[src/rtl/button_event_ctrl.sv]
// rtl/button_event_ctrl.sv - debounced multi-button SHORT/LONG/REPEAT classifier with round-robin event stream
// Optional feature macro: BUTTON_EVT_AUTO_REPEAT_EN (REPEAT events while held past LONG).
module button_event_ctrl #(
    parameter int N_BTN          = 4,
    parameter int TICK_DIV       = 250000,
    parameter int DEBOUNCE_TICKS = 4,
    parameter int LONG_TICKS     = 1200,
    parameter int REPEAT_TICKS   = 80,
    localparam int ID_W          = (N_BTN > 1) ? $clog2(N_BTN) : 1
) (
    input  logic             clk_in,
    input  logic             rst,
    input  logic [N_BTN-1:0] btn,
    output logic [N_BTN-1:0] btn_level,
    output logic             evt_valid,
    input  logic             evt_ready,
    output logic [ID_W-1:0]  evt_id,
    output logic [1:0]       evt_type,
    output logic [7:0]       drop_cnt
);
    localparam int TCNT_W  = $clog2(TICK_DIV);
    localparam int DB_W    = (DEBOUNCE_TICKS > 1) ? $clog2(DEBOUNCE_TICKS) : 1;
    localparam int CNT_MAX = (LONG_TICKS > REPEAT_TICKS) ? LONG_TICKS : REPEAT_TICKS;
    localparam int CNT_W   = (CNT_MAX > 1) ? $clog2(CNT_MAX) : 1;

    localparam logic [TCNT_W-1:0] TICK_LAST = TCNT_W'(TICK_DIV - 1);
    localparam logic [DB_W-1:0]   DB_LAST   = DB_W'(DEBOUNCE_TICKS - 1);
    localparam logic [CNT_W-1:0]  LONG_LAST = CNT_W'(LONG_TICKS - 1);
    localparam logic [1:0]        EVT_SHORT = 2'b00;
    localparam logic [1:0]        EVT_LONG  = 2'b01;
`ifdef BUTTON_EVT_AUTO_REPEAT_EN
    localparam logic [CNT_W-1:0]  REP_LAST   = CNT_W'(REPEAT_TICKS - 1);
    localparam logic [1:0]        EVT_REPEAT = 2'b10;
`endif

    typedef enum logic [1:0] {S_IDLE, S_DOWN, S_HELD} state_t;

    logic [N_BTN-1:0]  sync1, sync2, level_q, rise, fall;
    logic [TCNT_W-1:0] tick_cnt;
    logic              tick;
    logic [DB_W-1:0]   db_cnt [N_BTN];

    state_t            state_q [N_BTN];
    state_t            state_d [N_BTN];
    logic [CNT_W-1:0]  cnt_q [N_BTN];
    logic [CNT_W-1:0]  cnt_d [N_BTN];
    logic [N_BTN-1:0]  post;
    logic [1:0]        post_type [N_BTN];

    logic [N_BTN-1:0]  slot_vld;
    logic [1:0]        slot_type [N_BTN];
    logic [ID_W-1:0]   last_grant;
    logic              hi_found, lo_found, win_found, arb_load;
    logic [ID_W-1:0]   hi_id, lo_id, win_id;
    logic [1:0]        hi_type, lo_type, win_type;
    logic [N_BTN-1:0]  grant, drop;

    assign tick = (tick_cnt == TICK_LAST);
    assign rise = btn_level & ~level_q;
    assign fall = ~btn_level & level_q;

    always_ff @(posedge clk_in) begin
        if (rst) begin
            sync1     <= '0;
            sync2     <= '0;
            level_q   <= '0;
            btn_level <= '0;
            tick_cnt  <= '0;
            for (int i = 0; i < N_BTN; i++) db_cnt[i] <= '0;
        end else begin
            sync1    <= btn;
            sync2    <= sync1;
            level_q  <= btn_level;
            tick_cnt <= tick ? '0 : tick_cnt + 1'b1;
            if (tick) begin
                for (int i = 0; i < N_BTN; i++) begin
                    if (sync2[i] != btn_level[i]) begin
                        if (db_cnt[i] == DB_LAST) begin
                            btn_level[i] <= ~btn_level[i];
                            db_cnt[i]    <= '0;
                        end else begin
                            db_cnt[i] <= db_cnt[i] + 1'b1;
                        end
                    end else begin
                        db_cnt[i] <= '0;
                    end
                end
            end
        end
    end

    always_ff @(posedge clk_in) begin
        if (rst) begin
            for (int i = 0; i < N_BTN; i++) begin
                state_q[i] <= S_IDLE;
                cnt_q[i]   <= '0;
            end
        end else begin
            for (int i = 0; i < N_BTN; i++) begin
                state_q[i] <= state_d[i];
                cnt_q[i]   <= cnt_d[i];
            end
        end
    end

    // One counter per button: hold time in DOWN, repeat interval in HELD.
    always_comb begin
        post = '0;
        for (int i = 0; i < N_BTN; i++) begin
            state_d[i]   = state_q[i];
            cnt_d[i]     = cnt_q[i];
            post_type[i] = EVT_SHORT;
            case (state_q[i])
                S_IDLE: begin
                    if (rise[i]) begin
                        state_d[i] = S_DOWN;
                        cnt_d[i]   = '0;
                    end
                end
                S_DOWN: begin
                    if (fall[i]) begin
                        post[i]    = 1'b1;
                        state_d[i] = S_IDLE;
                    end else if (tick) begin
                        if (cnt_q[i] == LONG_LAST) begin
                            post[i]      = 1'b1;
                            post_type[i] = EVT_LONG;
                            state_d[i]   = S_HELD;
                            cnt_d[i]     = '0;
                        end else begin
                            cnt_d[i] = cnt_q[i] + 1'b1;
                        end
                    end
                end
                S_HELD: begin
                    if (fall[i]) begin
                        state_d[i] = S_IDLE;
                    end
`ifdef BUTTON_EVT_AUTO_REPEAT_EN
                    else if (tick) begin
                        if (cnt_q[i] == REP_LAST) begin
                            post[i]      = 1'b1;
                            post_type[i] = EVT_REPEAT;
                            cnt_d[i]     = '0;
                        end else begin
                            cnt_d[i] = cnt_q[i] + 1'b1;
                        end
                    end
`endif
                end
                default: state_d[i] = S_IDLE;
            endcase
        end
    end

    // Round-robin: lowest valid index above last_grant wins, else lowest index at or below it.
    always_comb begin
        hi_found = 1'b0;
        lo_found = 1'b0;
        hi_id    = '0;
        lo_id    = '0;
        hi_type  = '0;
        lo_type  = '0;
        for (int i = N_BTN - 1; i >= 0; i--) begin
            if (slot_vld[i]) begin
                if (ID_W'(i) > last_grant) begin
                    hi_found = 1'b1;
                    hi_id    = ID_W'(i);
                    hi_type  = slot_type[i];
                end else begin
                    lo_found = 1'b1;
                    lo_id    = ID_W'(i);
                    lo_type  = slot_type[i];
                end
            end
        end
        win_found = hi_found | lo_found;
        win_id    = hi_found ? hi_id : lo_id;
        win_type  = hi_found ? hi_type : lo_type;
        arb_load  = !evt_valid || evt_ready;
        grant     = '0;
        drop      = '0;
        for (int i = 0; i < N_BTN; i++) begin
            grant[i] = arb_load && win_found && (win_id == ID_W'(i));
            drop[i]  = post[i] && slot_vld[i] && !grant[i];
        end
    end

    always_ff @(posedge clk_in) begin
        if (rst) begin
            slot_vld   <= '0;
            last_grant <= ID_W'(N_BTN - 1);
            evt_valid  <= 1'b0;
            evt_id     <= '0;
            evt_type   <= '0;
            drop_cnt   <= '0;
            for (int i = 0; i < N_BTN; i++) slot_type[i] <= '0;
        end else begin
            for (int i = 0; i < N_BTN; i++) begin
                if (post[i] && (!slot_vld[i] || grant[i])) begin
                    slot_vld[i]  <= 1'b1;
                    slot_type[i] <= post_type[i];
                end else if (grant[i]) begin
                    slot_vld[i] <= 1'b0;
                end
            end
            if ((|drop) && (drop_cnt != 8'hFF)) begin
                drop_cnt <= drop_cnt + 8'd1;
            end
            if (arb_load) begin
                evt_valid <= win_found;
                if (win_found) begin
                    evt_id     <= win_id;
                    evt_type   <= win_type;
                    last_grant <= win_id;
                end
            end
        end
    end
endmodule

[config.mk]
export PLATFORM = sky130hd
export DESIGN_NAME = button_event_ctrl
export DESIGN_NICKNAME = d
export VERILOG_FILES = /design/src/rtl/button_event_ctrl.sv
export SDC_FILE = /design/constraint.sdc
export NUM_CORES = 1
export LEC_CHECK = 0
export ABC_AREA = 1
export ABC_CLOCK_PERIOD_IN_PS = 2350
export CORE_MARGIN = 1
export CORE_UTILIZATION = 61
export DETAILED_ROUTE_END_ITERATION = 16
export GPL_TIMING_DRIVEN = 0
export MAX_ROUTING_LAYER = met4
export PLACE_DENSITY = 0.82
export RECOVER_POWER = 100
export SYNTH_ARGS = -nofsm -noshare
export SYNTH_HDL_FRONTEND = slang
export SYNTH_SLANG_ARGS = --single-unit
export TNS_END_PERCENT = 50
[constraint.sdc]
create_clock -name clk_in -period 2.35 [get_ports clk_in]
set_input_delay 0.47 -clock clk_in [delete_from_list [all_inputs] [get_ports clk_in]]
set_output_delay 0.47 -clock clk_in [all_outputs]
set_load 0.03 [all_outputs]
==> impl_metrics.csv, run 1 <==
group,metric,value,unit
outcome,status,"completed",
layout,drive_above_1_share,11.8,%
worst_setup_path,end_kind,"flip-flop",
flow_run,drv_cap,0,
pwr,p_leak,0.00260,uW
die,die_h,99.2,um
yosys,yosys_warnings,0,
yosys,ys_seq_area_share,42.4,%
clock_network,postCtsHoldBufs,0,
route,ant_nets,0,
layout,syn_to_final_growth,15.7,%
pwr,p_int,3370,uW
yosys,yosysUniqueCellTypes,52,
sta,slew_headroom,57.5,%
global_routing,track_usage,28.0,%
worst_setup_path,r2r_start,"tick_cnt[0]",
layout,fin_nets,824,
sta,worstMarginPinSlew,0.638,ns
yosys,ys.flop_type,"dfxtp_1",
pwr,seq_power_share,45.5,%
worst_setup_path,start_kind,"flip-flop",
global_routing,grt_max_degree,18,
yosys,ys_ff_latch,116,
place,hpwl,8630,um
clock_network,cts_buffer_depth,2,
die,core,9200,sq um
clock_network,clkSinkCount,116,
global_routing,antenna_found_initial,0,
clock_network,clock_latency,0.54,ns
die,die_w,99.2,um
yosys,async_flop_share,0,%
sta,setup_viol,0,
worst_setup_path,r2r_end,"drop_cnt[6]",
route,drt_pass1_iterations,6,
die,dieArea,9850,sq um
pwr,p_switching,1090,uW
yosys,syn-num-nets,779,
worst_setup_path,r2r_setup_slack,0.13,ns
sta,fmax,450,MHz
clock_network,cts_buffers,17,
sta,rsz0062_at_grt,"no",
route,vias_per_cell,5.61,
pwr,p_clk_share,52.3,%
yosys,synth_enable_flop_cells,12,
clock_network,cts.htree.levels,4,
clock_network,cts_tree,"yes",
worst_setup_path,critPathArrivalTime,2.61,ns
worst_setup_path,path_class,"reg2reg",
die,ios,24,
worst_setup_path,cp-startpoint,"tick_cnt[0]",
sta,hold_ws,0.384,ns
route,drcViolationCount,0,
place,port_buffers,21,
clock_network,clkTransAtPathRegs,0.06,ns
hold_path,holdCritPathClass,"in2reg",
clock_network,cts_root_buf,"clkbuf_8",
global_routing,grt.overflow.total,0,
die,start_util,62.7,%
pwr,combPwrFrac,2.2,%
worst_setup_path,required,2.73,ns
sta,period_minus_slack,2.22,ns
pwr,cellPowerDensity,668,nW/um^2
sta,finClkSkew,0.0106,ns
worst_setup_path,path_max_fanout,7,
pwr,finalPower,4450,uW
pwr,irDropWorstVdd,0.559,mV
global_routing,grt_pass1_wl,21400,um
layout,filler_cell_count,717,
yosys,syn_inst,762,
die,row_count,35,
route,vias,5221,
worst_setup_path,endpoint,"drop_cnt[6]",
place,place_congestion,0.881,
yosys,syn_area_per_cell,7.57,sq um
sta,fin_ws,0.127,ns
route,wirelength,12900,um
sta,drv_slew,0,
worst_setup_path,reg2reg_depth,15,
layout,antenna_cells,0,
route,first_iter_violations,274,
global_routing,first_global_vias,4921,
sta,fin_crit_sh,94.6,%
pwr,p_sw_share,24.4,%
yosys,synth_area,5770,sq um
route,wire_per_inst,13.9,um
sta,final_hold_viol_count,0,
place,place_ws,-0.120,ns
==> synth_stat cells (3+ instances only) <==
cell type  count  area share, %
clkbuf_1       4           0.26
inv_2          9           0.59
dfxtp_1      104             36
o21ai_4        3           0.85
nor2_1       104            6.8
nor2_2         8           0.87
xor2_1        12            1.8
o21ai_1        3           0.26
nor3_2         3           0.52
nor4_1        10            1.1
edfxtp_1      12            6.2
nand3_1       62            5.4
o21ai_0       36            3.1
nand2_2        7           0.76
nand2_1      102            6.6
a21oi_1       47            4.1
a31oi_1        4           0.43
o21a_1         3           0.39
nor3b_1       16            2.1
nor3_1        21            1.8
o21bai_1       3           0.39
inv_1        111            7.2
or2_2          6           0.65
o211ai_1       6           0.78
nor3b_2        4           0.87
nand2_4        3           0.59
xnor2_1        4           0.61
nor2_4         3           0.59
nand4_1       10            1.1
ha_1          10            2.2
nand3_2        4           0.69
o21ai_2        3           0.46
==> routing by layer <==
layer | wire [um] | track usage, % | vias up
met5 | 0 | - | -
met4 | 214 | 11.3 | 0
met3 | 598 | 7.03 | 26
met2 | 6650 | 48.3 | 150
met1 | 5450 | 30.9 | 2439
li1 | - | - | 2606
==> critical path, cell delays in order, from the launching register on <==
cell and delay [ns]:
dfxtp_1 0.35, ha_1 0.19, nand2_2 0.09, nor2_4 0.15, nand3_2 0.11, nor2_4 0.22
buf_4 0.15, nand2_1 0.09, nand2_1 0.11, nand3_1 0.09, nor2_2 0.10, nor2_2 0.07
nand2_4 0.11, nand2_4 0.08, nand2_1 0.08, a21oi_1 0.07
==> state kept, by name, indices dropped and copies added, names as in the netlist <==
signal      count
btn_level       4
tick_cnt       18
cnt_q          44
last_grant      2
db_cnt          8
evt_type        1
sync1           4
evt_id          2
slot_vld        4
level_q         4
state_q         8
evt_valid       1
drop_cnt        8
slot_type       4
sync2           4
==> worst min-delay path by stage <==
| stage | start | endpoint | slack, ns | depth (start not counted) |
|---|---|---|---|---|
| 3_3_place_gp | sync1[0] | sync2[0] | 0.39 | 2 |
| 2_1_floorplan | sync1[0] | sync2[0] | 0.39 | 2 |
| 5_1_grt | rst | level_q[3] | 0.43 | 2 |
| 3_5_place_dp | sync1[0] | sync2[0] | 0.39 | 2 |
| 6_report | rst | level_q[2] | 0.38 | 2 |
| 4_1_cts | rst | level_q[2] | 0.40 | 2 |
==> placed cells by master, fill, tap and decap left out, drive strengths merged, types with 20 or more instances in the layout <==
cell    Yosys  routed
nand3      66      66
dfxtp     104     104
nor2      115     115
nand2     112     113
a21oi      47      47
nor3       24      24
nor3b      20      20
o21ai      45      45
inv       120     126
clkbuf      4      25
==> logic make-up (layout without fill, tap and decap cells) <==
| group | Yosys count | count (layout) | synth area share, % |
|---|---|---|---|
| compound gates | 116 | 116 | 12.0 |
| xor+xnor | 16 | 16 | 2.43 |
| fa+ha+maj | 10 | 10 | 2.17 |
| buf+inv | 131 | 188 | 8.96 |
| flops | 116 | 116 | 42.4 |
| other cells | 1 | 1 | 0.0650 |
| simple gates | 372 | 373 | 32.0 |
==> through the flow <==
step                      cells  setup TNS [ns]  instance area (sq um)  util (%)
final                       931               0                   6670      72.6
after global routing        931               0                   6670      72.6
after CTS                   926               0                   6660      72.4
after detailed placement    894          -0.960                   6120      66.5
after global placement      894          -0.114                   6120      66.5
after floorplan             762               0                   5770         -
==> layout make-up <==
type / instances / area (sq um) / share of cell area (%)
Buffer: 11 / 73.8 / 1.11
Clock buffer: 17 / 414 / 6.21
Clock inverter: 15 / 125 / 1.87
Inverter: 120 / 450 / 6.75
Multi-Input combinational cell: 516 / 2790 / 41.8
Sequential cell: 116 / 2440 / 36.6
Tap cell: 111 / 139 / 2.08
Timing Repair Buffer: 25 / 236 / 3.54
==> timing repair <==
action / CTS / global route
cloned: 0 / 1
endpoints found under the setup margin: 17 / 17
pin swaps: 0 / 3
resized for setup: 2 / 6
setup buffers: 0 / 4
==> power groups by stage <==
stage	sequential (uW)	combinational, uW	clock, uW
finish	2030	99.0	2330
global route	2030	111	2440
CTS	2030	98.8	2340
detailed placement	2070	95.6	0
global placement	2070	90.5	0
floorplan	2070	63.2	0
Power figures use the tool's default switching activity.
==> run 2, diff against run 1 <==
- TNS_END_PERCENT: 50 -> 1
==> results of run 2 <==
No change in the layout: final DEF, timing and power equal those of run 1.
==> run 3, diff against run 2 <==
- ABC_AREA: 1 -> not set
- REMOVE_ABC_BUFFERS: not set -> 1
==> run 3 against run 2 <==
  * The run now ends with negative setup slack left
  * Clock skew hardly changed
  * Worst setup slack worse by 0.21 ns
  * Worst hold slack better by 0.051 ns
  * Critical path type unchanged
==> impl_metrics.csv, run 3 <==
group,metric,value,unit
pwr,combPwrFrac,1.8,%
route,vias_per_cell,6.00,
worst_setup_path,critPathArrivalTime,2.85,ns
outcome,violations,"negative setup slack",
layout,most-common-layout-cells,"dfxtp_1, nor2_1, nand2_1",
yosys,yosys_warnings,0,
layout,final_common_cell,"dfxtp_1",
clock_network,cts_buffer_depth,2,
pwr,p_clk_share,55.4,%
yosys,ys_ff_latch,116,
worst_setup_path,end_kind,"flip-flop",
hold_path,holdCritPathClass,"reg2reg",
die,die_w,98.4,um
sta,period_minus_slack,2.44,ns
layout,largest_register,"cnt_q",
die,start_util,64.1,%
sta,drv_slew,0,
layout,multiInputGateArea,3270,sq um
layout,top_regs,"cnt_q: 44 flops, tick_cnt: 18 flops",
layout,drive_above_1_share,13.8,%
outcome,status,"finished, violations left",
die,row_count,34,
pwr,p_switching,1030,uW
pwr,p_int,3700,uW
yosys,synth_top_area_share,36.7,%
pwr,seq_power_share,42.9,%
pwr,cellPowerDensity,693,nW/um^2
yosys,yosysUniqueCellTypes,65,
global_routing,grt_max_degree,38,
flow_run,drv_cap,0,
clock_network,cts_tree,"yes",
route,vias,4820,
pwr,irDropWorstVdd,0.546,mV
worst_setup_path,start_kind,"flip-flop",
die,ios,24,
sta,final.setup.tns,-0.546,ns
global_routing,grt.overflow.total,0,
layout,fin_nets,700,
layout,filler_cell_count,577,
yosys,synth_enable_flop_cells,12,
clock_network,cts.htree.levels,4,
pwr,finalPower,4730,uW
yosys,async_flop_share,0,%
yosys,synth_area,5670,sq um
layout,regArea,2450,sq um
yosys,synthTopCellsByCount,"dfxtp_1, nor2_1, nand2_1, a21oi_1, xnor2_1",
layout,stdcell_area,6820,sq um
global_routing,first_global_vias,4657,
sta,finClkSkew,0.0104,ns
layout,syn_to_final_growth,20.3,%
route,first_iter_violations,254,
yosys,ys.flop_type,"dfxtp_1",
worst_setup_path,path_class,"reg2reg",
pwr,p_leak,0.00246,uW
sta,fin_ws,-0.0854,ns
sta,final_hold_viol_count,0,
die,die_h,98.4,um
worst_setup_path,path_max_fanout,8,
yosys,syn_area_per_cell,8.61,sq um
clock_network,postCtsHoldBufs,0,
yosys,yosysMostFrequentCell,"dfxtp_1",
route,drcViolationCount,0,
layout,final_core_util,77.1,%
global_routing,grt_pass1_wl,21000,um
sta,fin_crit_sh,104,%
sta,fmax,411,MHz
sta,setup_viol,9,
place,place_congestion,0.894,
yosys,synth_area_leaders,"dfxtp_1, edfxtp_1, nor2_1",
pwr,p_sw_share,21.7,%
yosys,syn_inst,659,
sta,worstMarginPinSlew,0.690,ns
sta,hold_ws,0.435,ns
yosys,ys_seq_area_share,43.1,%
clock_network,clkTransAtPathRegs,0.06,ns
die,core,8850,sq um
clock_network,clock_latency,0.52,ns
worst_setup_path,required,2.76,ns
sta,rsz0062_at_grt,"yes",
layout,antenna_cells,0,
clock_network,clkSinkCount,116,
place,port_buffers,22,
clock_network,cts_root_buf,"clkbuf_8",
yosys,yosysTopAreaCell,"dfxtp_1",
clock_network,cts_buffers,17,
sta,slew_headroom,54.0,%
place,hpwl,7610,um
place,placed_area,5930,sq um
layout,largest_register_ffs,44,
route,ant_nets,0,
global_routing,antenna_found_initial,0,
global_routing,track_usage,27.4,%
die,dieArea,9690,sq um
route,drt_pass1_iterations,7,
route,wirelength,12200,um
route,wire_per_inst,15.2,um
## run 3: changes by cell type after synthesis, moves of 8 or more
cell / delta
xnor2_1: +30
nor4b_1: +8
nand2_1: -55
o21ai_0: -22
nor3b_1: -14
and3_1: +16
nor2b_1: +32
nand3_1: -34
nand2b_1: +12
inv_2: -9
clkbuf_1: +18
nor2_1: -16
inv_1: -96
## run 3: path summary, 6_finish.rpt
kind	from	endpoint	slack, ns	cells after the start
setup / recovery	cnt_q[1][4]	drop_cnt[2]	-0.09	7
hold reg to reg	sync1[1]	sync2[1]	0.44	1
setup reg to reg	cnt_q[1][4]	drop_cnt[2]	-0.09	7
hold / removal	sync1[1]	sync2[1]	0.44	1
## run 3: critical path, cell delays in order, from the launching register on
cell and delay (ns):
dfxtp_2 0.35, or4b_4 0.52, or3_4 0.41, nor3_4 0.15, o21ai_2 0.09, o22a_4 0.30
a21oi_1 0.18, mux2_1 0.33
## run 3: area by class of cell
class                      instances  share of cell area [%]
sequential                       116                    36.0
multi-input combinational        500                    47.9
timing repair buffer              33                    4.49
clock inverter                    14                    2.55
tap                              108                    1.98
inverter                          15                   0.825
clock buffer                      18                    6.27
## run 3: per-layer routing
metal | routed length (um) | global-route usage (%) | vias to the layer above
met3 | 518 | 6.60 | 22
met2 | 6150 | 46.4 | 118
met5 | 0 | - | -
met1 | 5350 | 32.1 | 2302
li1 | - | - | 2378
met4 | 176 | 9.07 | 0
## run 3: cells by family after synthesis
group,after synthesis,share of synthesized area (%)
and+or+nand+nor,320,29.9
DFF,116,43.1
AOI/OAI and AO/OA,108,11.8
xor gates and xnor gates,47,7.26
buffers and inverters,43,3.00
muxes,14,2.63
adders and majority gates,10,2.21
other,1,0.0661
## run 3: through the flow
stage	setup WS, ns	instances
finish	-0.0854	804
global route	-0.154	804
CTS	-0.0656	801
detailed placement	-0.538	762
global placement	-1.67	761
floorplan	-0.0639	631
## run 3: repair_timing
item	in CTS	in global routing
buffers inserted	7	3
hold endpoints to repair	0	0
pin swaps	9	4
resized for setup	37	20
setup endpoints to repair	62	49
## run 3: power by group through the flow
| stage | clock [uW] | combinational [uW] | sequential, uW |
|---|---|---|---|
| floorplan | 0 | 40.7 | 2070 |
| global placement | 0 | 77.2 | 2070 |
| detailed placement | 0 | 81.4 | 2070 |
| CTS | 2640 | 82.2 | 2030 |
| global route | 2740 | 94.7 | 2030 |
| finish | 2620 | 83.4 | 2030 |
